==> config.mk <==
export PLATFORM = sky130hd
export DESIGN_NAME = conv_stream_engine
export DESIGN_NICKNAME = d
export VERILOG_FILES = /design/src/rtl/conv_stream_engine.sv
export SDC_FILE = /design/constraint.sdc
export NUM_CORES = 2
export LEC_CHECK = 0
export CORE_MARGIN = 1
export CORE_UTILIZATION = 40
export DETAILED_ROUTE_END_ITERATION = 6
export PLACE_DENSITY = 0.62
export SLEW_MARGIN = 20
export SYNTH_ARGS = -nofsm -noshare
export SYNTH_HDL_FRONTEND = slang
export SYNTH_SLANG_ARGS = --single-unit
==> constraint.sdc <==
create_clock -name i_clk -period 9.72 [get_ports i_clk]
set_input_delay 1.944 -clock i_clk [delete_from_list [all_inputs] [get_ports i_clk]]
set_output_delay 1.944 -clock i_clk [all_outputs]
set_load 0.02 [all_outputs]
==> src/rtl/conv_stream_engine.sv <==
// conv_stream_engine: streaming KxK signed MAC over a raster pixel stream.
// Ports: i_clk, i_rst (sync, active-low), i_start/i_stride frame control,
//   i_w_wr_en/i_w_addr/i_w_data weight load, i_pix_valid/i_pix_data/o_pix_ready
//   pixel input, o_out_valid/o_out_data/i_out_ready result output, o_busy, o_done.
// Optional macro CONV_STREAM_RELU_EN clamps negative sums to zero.
module conv_stream_engine #(
   parameter int BIT_DEPTH = 8,
   parameter int WT_WIDTH  = 8,
   parameter int COLS      = 28,
   parameter int ROWS      = 28,
   parameter int K         = 3,
   parameter int ACC_WIDTH = 24
) (
   input  logic                         i_clk,
   input  logic                         i_rst,
   input  logic                         i_start,
   input  logic [1:0]                   i_stride,
   input  logic                         i_w_wr_en,
   input  logic [$clog2(K*K)-1:0]       i_w_addr,
   input  logic [WT_WIDTH-1:0]          i_w_data,
   input  logic                         i_pix_valid,
   input  logic [BIT_DEPTH-1:0]         i_pix_data,
   output logic                         o_pix_ready,
   output logic                         o_out_valid,
   output logic [ACC_WIDTH-1:0]         o_out_data,
   input  logic                         i_out_ready,
   output logic                         o_busy,
   output logic                         o_done
);

   localparam int NW = K * K;
   localparam int AW = $clog2(NW);
   localparam int CW = $clog2(COLS);
   localparam int RW = $clog2(ROWS);

   localparam logic [1:0] S_IDLE  = 2'd0;
   localparam logic [1:0] S_RUN   = 2'd1;
   localparam logic [1:0] S_DRAIN = 2'd2;
   localparam logic [1:0] S_DONE  = 2'd3;

   logic [1:0]                  r_state;
   logic [1:0]                  r_stride;
   logic [RW-1:0]               r_row;
   logic [CW-1:0]               r_col;
   logic [1:0]                  r_rph;
   logic [1:0]                  r_cph;
   logic signed [WT_WIDTH-1:0]  r_wt [NW];
   logic [BIT_DEPTH-1:0]        r_lb [K-1][COLS];
   logic [BIT_DEPTH-1:0]        r_win [K][K];
   logic                        r_out_valid;
   logic [ACC_WIDTH-1:0]        r_out_data;

   logic                        w_hs;
   logic                        w_col_end;
   logic                        w_last;
   logic                        w_emit;
   logic [1:0]                  w_step_max;
   logic [BIT_DEPTH-1:0]        w_nwin [K][K];
   logic signed [ACC_WIDTH-1:0] w_sum;
   logic signed [ACC_WIDTH-1:0] w_res;

   assign o_pix_ready = (r_state == S_RUN) && (!r_out_valid || i_out_ready);
   assign o_out_valid = r_out_valid;
   assign o_out_data  = r_out_data;
   assign o_busy      = (r_state != S_IDLE);
   assign o_done      = (r_state == S_DONE);

   assign w_hs       = i_pix_valid && o_pix_ready;
   assign w_col_end  = (r_col == CW'(COLS - 1));
   assign w_last     = w_col_end && (r_row == RW'(ROWS - 1));
   assign w_step_max = r_stride - 2'd1;
   // Phase counters are zero exactly on rows/cols that land on the stride grid.
   assign w_emit     = (r_row >= RW'(K - 1)) && (r_col >= CW'(K - 1))
                       && (r_rph == 2'd0) && (r_cph == 2'd0);

   // Window as it will look after this pixel: shift left, new right column.
   always_comb begin
      for (int i = 0; i < K; i++)
         for (int j = 0; j < K - 1; j++)
            w_nwin[i][j] = r_win[i][j+1];
      for (int i = 0; i < K - 1; i++)
         w_nwin[i][K-1] = r_lb[i][r_col];
      w_nwin[K-1][K-1] = i_pix_data;
   end

   always_comb begin
      w_sum = '0;
      for (int i = 0; i < K; i++)
         for (int j = 0; j < K; j++)
            w_sum = w_sum
                  + $signed(ACC_WIDTH'({1'b0, w_nwin[i][j]}))
                  * ACC_WIDTH'(r_wt[i*K+j]);
`ifdef CONV_STREAM_RELU_EN
      w_res = w_sum[ACC_WIDTH-1] ? '0 : w_sum;
`else
      w_res = w_sum;
`endif
   end

   always_ff @(posedge i_clk) begin
      if (!i_rst) begin
         r_state     <= S_IDLE;
         r_stride    <= 2'd1;
         r_row       <= '0;
         r_col       <= '0;
         r_rph       <= '0;
         r_cph       <= '0;
         r_out_valid <= 1'b0;
         r_out_data  <= '0;
         for (int n = 0; n < NW; n++)
            r_wt[n] <= '0;
      end else begin
         unique case (r_state)
            S_IDLE: begin
               if (i_w_wr_en && ({1'b0, i_w_addr} < (AW+1)'(NW)))
                  r_wt[i_w_addr] <= i_w_data;
               if (i_start) begin
                  r_stride <= (i_stride == 2'd0) ? 2'd1 : i_stride;
                  r_row    <= '0;
                  r_col    <= '0;
                  r_rph    <= '0;
                  r_cph    <= '0;
                  r_state  <= S_RUN;
               end
            end
            S_RUN: begin
               if (w_hs) begin
                  if (w_col_end) begin
                     r_col <= '0;
                     r_cph <= '0;
                     r_row <= r_row + 1'b1;
                     if (r_row >= RW'(K - 1))
                        r_rph <= (r_rph == w_step_max) ? 2'd0 : r_rph + 2'd1;
                  end else begin
                     r_col <= r_col + 1'b1;
                     if (r_col >= CW'(K - 1))
                        r_cph <= (r_cph == w_step_max) ? 2'd0 : r_cph + 2'd1;
                  end
                  if (w_last)
                     r_state <= S_DRAIN;
               end
            end
            S_DRAIN: begin
               if (!r_out_valid || i_out_ready)
                  r_state <= S_DONE;
            end
            S_DONE: r_state <= S_IDLE;
            default: r_state <= S_IDLE;
         endcase

         // A new result may replace one being accepted in the same cycle.
         if (w_hs && w_emit) begin
            r_out_valid <= 1'b1;
            r_out_data  <= w_res;
         end else if (r_out_valid && i_out_ready) begin
            r_out_valid <= 1'b0;
         end
      end
   end

   // Row buffer keeps the K-1 previous rows per column, oldest at index 0.
   always_ff @(posedge i_clk) begin
      if (w_hs) begin
         for (int j = 0; j < K - 2; j++)
            r_lb[j][r_col] <= r_lb[j+1][r_col];
         r_lb[K-2][r_col] <= i_pix_data;
         r_win <= w_nwin;
      end
   end

endmodule
# ---- Yosys cells after proc, flatten, opt, wreduce, memory -nomap -nowiden
# Memories as Yosys holds them, arrays and structs flattened.
# Index checks and enable logic that the tools add are counted.
dict set report totals {
  output_inout_bits 28
  mem_bits_rw 520
  wordCells 128
  ff_bits 91
  mem_count 2
  in_bits 28
}
dict set report op_classes {
  n_eq_ne 14
  n_reduce_logical 26
  add_sub_neg 13
  n_mul 9
  muxes 44
  order_cmp 5
  bitwise 1
}
# name words width read_ports rd_clocked_by_memory_dff wr line
set mem_list {}
lappend mem_list {r_lb 2 224 2 0 2 48} ;# logic [BIT_DEPTH-1:0] r_lb [K-1][COLS];
lappend mem_list {r_wt 9 8 9 0 9 47} ;# logic signed [WT_WIDTH-1:0] r_wt [NW];
# cell count
set ops {}
lappend ops {{2-to-1 mux 224 bit} 1}
lappend ops {{multiplier 9 x 8 -> 17 bit} 9}
lappend ops {{binary-select mux 8 bit (select 5 bit)} 2}
lappend ops {{2-to-1 mux 8 bit} 6}
lappend ops {{demux 8 bit (select 5 bit)} 1}
lappend ops {{2-to-1 mux 2 bit} 14}
lappend ops {{2-to-1 mux 5 bit} 5}
lappend ops {{adder 23 x 17 -> 24 bit} 1}
lappend ops {{adder 24 x 17 -> 24 bit} 1}
lappend ops {{adder 22 x 17 -> 23 bit} 1}
lappend ops {{adder 21 x 17 -> 22 bit} 1}
lappend ops {{adder 20 x 17 -> 21 bit} 1}
lappend ops {{adder 19 x 17 -> 20 bit} 1}
lappend ops {{case mux 5 bit (2 select lines)} 2}
lappend ops {{adder 18 x 17 -> 19 bit} 1}
lappend ops {{adder 17 x 17 -> 18 bit} 1}
lappend ops {{AND reduction 4 bit} 3}
lappend ops {{adder 5 x 1 -> 5 bit, second input constant} 2}
lappend ops {{equality test 5 bit, second input constant} 2}
lappend ops {{greater-or-equal comparator 5 x 2 -> 1 bit, second input constant} 2}
lappend ops {{logical AND 1 bit} 10}
lappend ops {{inequality test 2 bit, second input constant} 5}
lappend ops {{2-to-1 mux 1 bit} 9}
lappend ops {{zero test 2 bit} 4}
lappend ops {{other kinds (21)} 27}

# ---- Logic depth before layout (Yosys ltp)
dict set report logic_depth {
  word_depth 12
  mapped_depth 35
  ltp_nobuf 32
}

# ---- Least setup slack after synthesis
# No wires, ideal clock.
dict set report synth_path {
  kind {register to register}
  start {register r_col[0]}
  end {register r_out_data[18], in the netlist o_out_data[18]}
  stages_incl_launch_ff 33
  t_required_ns 9.597
  setup_ns 0.123
  n_path_buf 3
  arrival_time_ns 8.757
  slack_ns 0.841
  period_less_slack_ns 8.879
  cell_sequence {dfxtp_1 buf_6 buf_2 buf_4 mux4_2 mux2i_1 o22ai_1 nand2_1 nand2_2 nand2_1 fa_1 fa_1 inv_1 fa_1 inv_1 fa_1 inv_1 fa_1 fa_1 fa_1 fa_1 fa_1 inv_1 fa_1 inv_1 ha_1 a21o_1 a31o_2 o21ai_0 nand3_1 a31oi_1 xor2_1 o21ai_0}
}
# item line
set synth_rtl {}
lappend synth_rtl {{start: declaration} 44} ;# logic [CW-1:0] r_col;
lappend synth_rtl {{start signal: assignment} 135} ;# r_col <= r_col + 1'b1;
lappend synth_rtl {{end signal: assignment} 154} ;# r_out_data <= w_res;
lappend synth_rtl {{end: declaration} 51} ;# logic [ACC_WIDTH-1:0] r_out_data;

# ---- Final worst setup path
dict set report layout_path {
  start {register r_col[0]}
  end {register r_out_data[22], in the netlist o_out_data[22]}
}
dict set report layout_between {
  elab_chain_len 12
  elab_cells_between_ends 21
  classes_between {add/sub (7); mul (2); order compare (1); mux (6); bitwise (1); reduce/logical (4)}
}
# item line
set layout_rtl {}
lappend layout_rtl {{NOT 5 -> 6 bit (not written as such)} 82} ;# w_nwin[i][K-1] = r_lb[i][r_col];
lappend layout_rtl {{binary-select mux 8 bit (select 5 bit)} 82}
lappend layout_rtl {{2-to-1 mux 8 bit (not written as such) (2 in a row)} 82}
lappend layout_rtl {{multiplier 9 x 8 -> 17 bit} 92} ;# * ACC_WIDTH'(r_wt[i*K+j]);
lappend layout_rtl {{adder 18 x 17 -> 19 bit} 91} ;# + $signed(ACC_WIDTH'({1'b0, w_nwin[i][j]}))
lappend layout_rtl {{adder 19 x 17 -> 20 bit} 91}
lappend layout_rtl {{adder 20 x 17 -> 21 bit} 91}
lappend layout_rtl {{adder 21 x 17 -> 22 bit} 91}
lappend layout_rtl {{adder 22 x 17 -> 23 bit} 91}
lappend layout_rtl {{adder 23 x 17 -> 24 bit} 91}
lappend layout_rtl {{adder 24 x 17 -> 24 bit} 91}
# Parallel ways exist; a longest one is shown, timed or not. The select of a mux whose other input is x is not followed.
# A chain may end at the register's enable or synchronous reset.

==> impl_metrics.tcl <==
set metrics [dict create \
    final_core_util 0.457 \
    critPathTopFamily "adder cells" \
    synth_cell_types 63 \
    grt_overflow 0 \
    skew_ns 0.0444 \
    min_period_over_period 0.974 \
    r2r_start "r_col[0]$_SDFFE_PN0P_" \
    core_area_um2 112000 \
    numCtsBuffers 66 \
    timing.critical_path.slowest_cell_delay_ns 0.61 \
    crit_arrival_ns 9.97 \
    gp_congestion 0.953 \
    drtIter0Drc 2255 \
    ys_top_cells_by_count "inv_1 (774), fa_1 (578), edfxtp_1 (568), ha_1 (313)" \
    crit_buf_inv 8 \
    insertion_delay_ns 0.66 \
    ios 56 \
    die_y_um 339 \
    slew_headroom 0.192 \
    cpMaxStageDelayCell "fa_2" \
    tightestPinTransition_ns 1.21 \
    yosysMostFrequentCell "inv_1" \
    post-route-min-period_ns 9.47 \
    timing.setup.tns_ns 0 \
    min_from "o_out_data[3]$_SDFFE_PN0P_" \
    firstDrtPassIters 5 \
    slew_viol_final 0 \
    vias 26900 \
    cts_max_path_buffers 3 \
    track_usage 0.218 \
    grt_max_degree 55 \
    cp_common_cell "fa_1" \
    cts.reportedPaths.clkPinSlew_ns 0.06 \
    grt_pass1_wl_mm 185 \
    vias_per_cell 5.06 \
    clock.fmax_mhz 106 \
    dp_hpwl_mm 92.7 \
    crit_path_end_kind "flip-flop" \
    synth_area_leader_cell "edfxtp_1" \
    io_buffer_count 55 \
    die_w_um 339 \
    ctsHtreeMaxLevel 3 \
    synth_top_area_frac 0.376 \
    drive_gt1_frac 0.120 \
    maxCapViolCount 0 \
    grt_antenna_before_repair 9 \
    rows 123 \
    cp_max_fo 18 \
    syn-num-nets 4444 \
    synth_area_leaders "edfxtp_1 (38%), fa_1 (26%), ha_1 (8.6%)" \
    wl_per_cell_um 22.7 \
    rrSetupSlack_ns 0.25 \
    synthCells 3525 \
    syn_to_final_growth_pct 13.4 \
    seq_area_frac_synth 0.395 \
    async_reset_ff_frac 0 \
    cts_hold_buf 0 \
    hold_viol 0 \
    synth_edf_count 568 \
    fin_nets 4683 \
    setup_viol 0 \
    routed_wl_mm 121 \
    postSynthAreaPerCell_um2 12.9 \
    cts_root_buf "clkbuf_16" \
    antenna_left 0 \
    crit_path_start "r_col[0]$_SDFFE_PN0P_" \
    cts.sinks 611 \
    cts_tree "done" \
    cp-start-kind "flip-flop" \
    synth-seq-cells 611 \
    grt_pass1_vias 29000 \
    drc_errors 0 \
    rsz0062_at_grt "true" \
    mappedNetlistArea_um2 45300 \
    worstPathRequired_ns 10.22 \
    status "finished, final reports clean" \
    path_class "flip-flop to flip-flop" \
    fp.dieArea_um2 115000 \
    yosys_warnings 0 \
    synth_top_flop_cell "edfxtp_1" \
    hp-class "flip-flop to flip-flop" \
    initial_core_util 0.403 \
]
-- sequential cells by signal (all words and copies together), names as in the netlist, 5 cells and up --
name and cells:
o_out_data 24, r_wt 72, r_row 5, r_col 5, r_lb 448, r_win 48
-- final cells by class --
type / count / area [um^2]
inverter: 786 / 2950
fill: 10100 / 61100
clock inverter: 40 / 479
tap: 1500 / 1880
multi-input combinational: 2063 / 24300
antenna: 1 / 2.50
timing repair buffer: 236 / 2210
clock buffer: 78 / 1700
sequential: 611 / 17900
-- worst register-to-register path: cells and delay by family (launching register included) --
| kind | cells | cell delay, ns |
|---|---|---|
| adders and majority gates | 11 | 5.36 |
| muxes | 3 | 1.24 |
| buffers and inverters | 8 | 0.88 |
| and+or+nand+nor | 4 | 0.72 |
| AOI/OAI and AO/OA | 3 | 0.58 |
| DFF | 1 | 0.40 |
| xor gates and xnor gates | 1 | 0.16 |
-- layout by cell type (no fill, tap or decap), types with 24 or more instances in the layout --
master,n
mux4_2,126
nand2_1,302
a21oi_1,24
edfxtp_1,568
dfxtp_1,39
buf_4,155
and2_1,302
o21ai_0,27
ha_1,313
fa_1,571
nand2b_1,25
nor2b_1,77
inv_1,774
clkbuf_16,66
nor2_1,95
clkdlybuf4s50_1,53
-- through the flow --
step                hold WS [ns]  instance area (um^2)  worst slack [ns]  cells
floorplan                  0.480                 45300             0.841   3525
global placement           0.454                 49100            -0.155   5191
detailed placement         0.460                 49100            -0.190   5191
CTS                        0.469                 51300            0.0548   5309
global route               0.485                 51400          -0.00246   5314
finish                     0.471                 51400             0.252   5315
-- repair_timing --
| item | CTS | global route |
|---|---|---|
| endpoints found under the setup margin | 0 | 15 |
| setup buffers | 0 | 5 |
| resized for setup | 0 | 18 |
-- worst paths after layout --
check,endpoint,cells past startpoint
setup / recovery,o_out_data[22]$_SDFFE_PN0P_,30
hold / removal,o_out_data[3]$_SDFFE_PN0P_,2
setup reg to reg,o_out_data[22]$_SDFFE_PN0P_,30
hold reg to reg,o_out_data[3]$_SDFFE_PN0P_,2
-- cell families after synthesis --
group,share of synthesized area
AOI/OAI and AO/OA,0.0164
buffers and inverters,0.0719
DFF,0.395
xor gates and xnor gates,0.00502
muxes,0.0722
and+or+nand+nor,0.0979
adders and majority gates,0.342
-- routing by layer --
layer | global-route usage | part of all wire
met1 | 0.305 | 0.43
met2 | 0.347 | 0.47
met4 | 0.0650 | 0.032
met3 | 0.0390 | 0.069
met5 | 0 | 0.00026
Power is left out: the tool's default activity adds up to more than one toggle a clock period on the data nets, which glitch-free logic cannot reach.
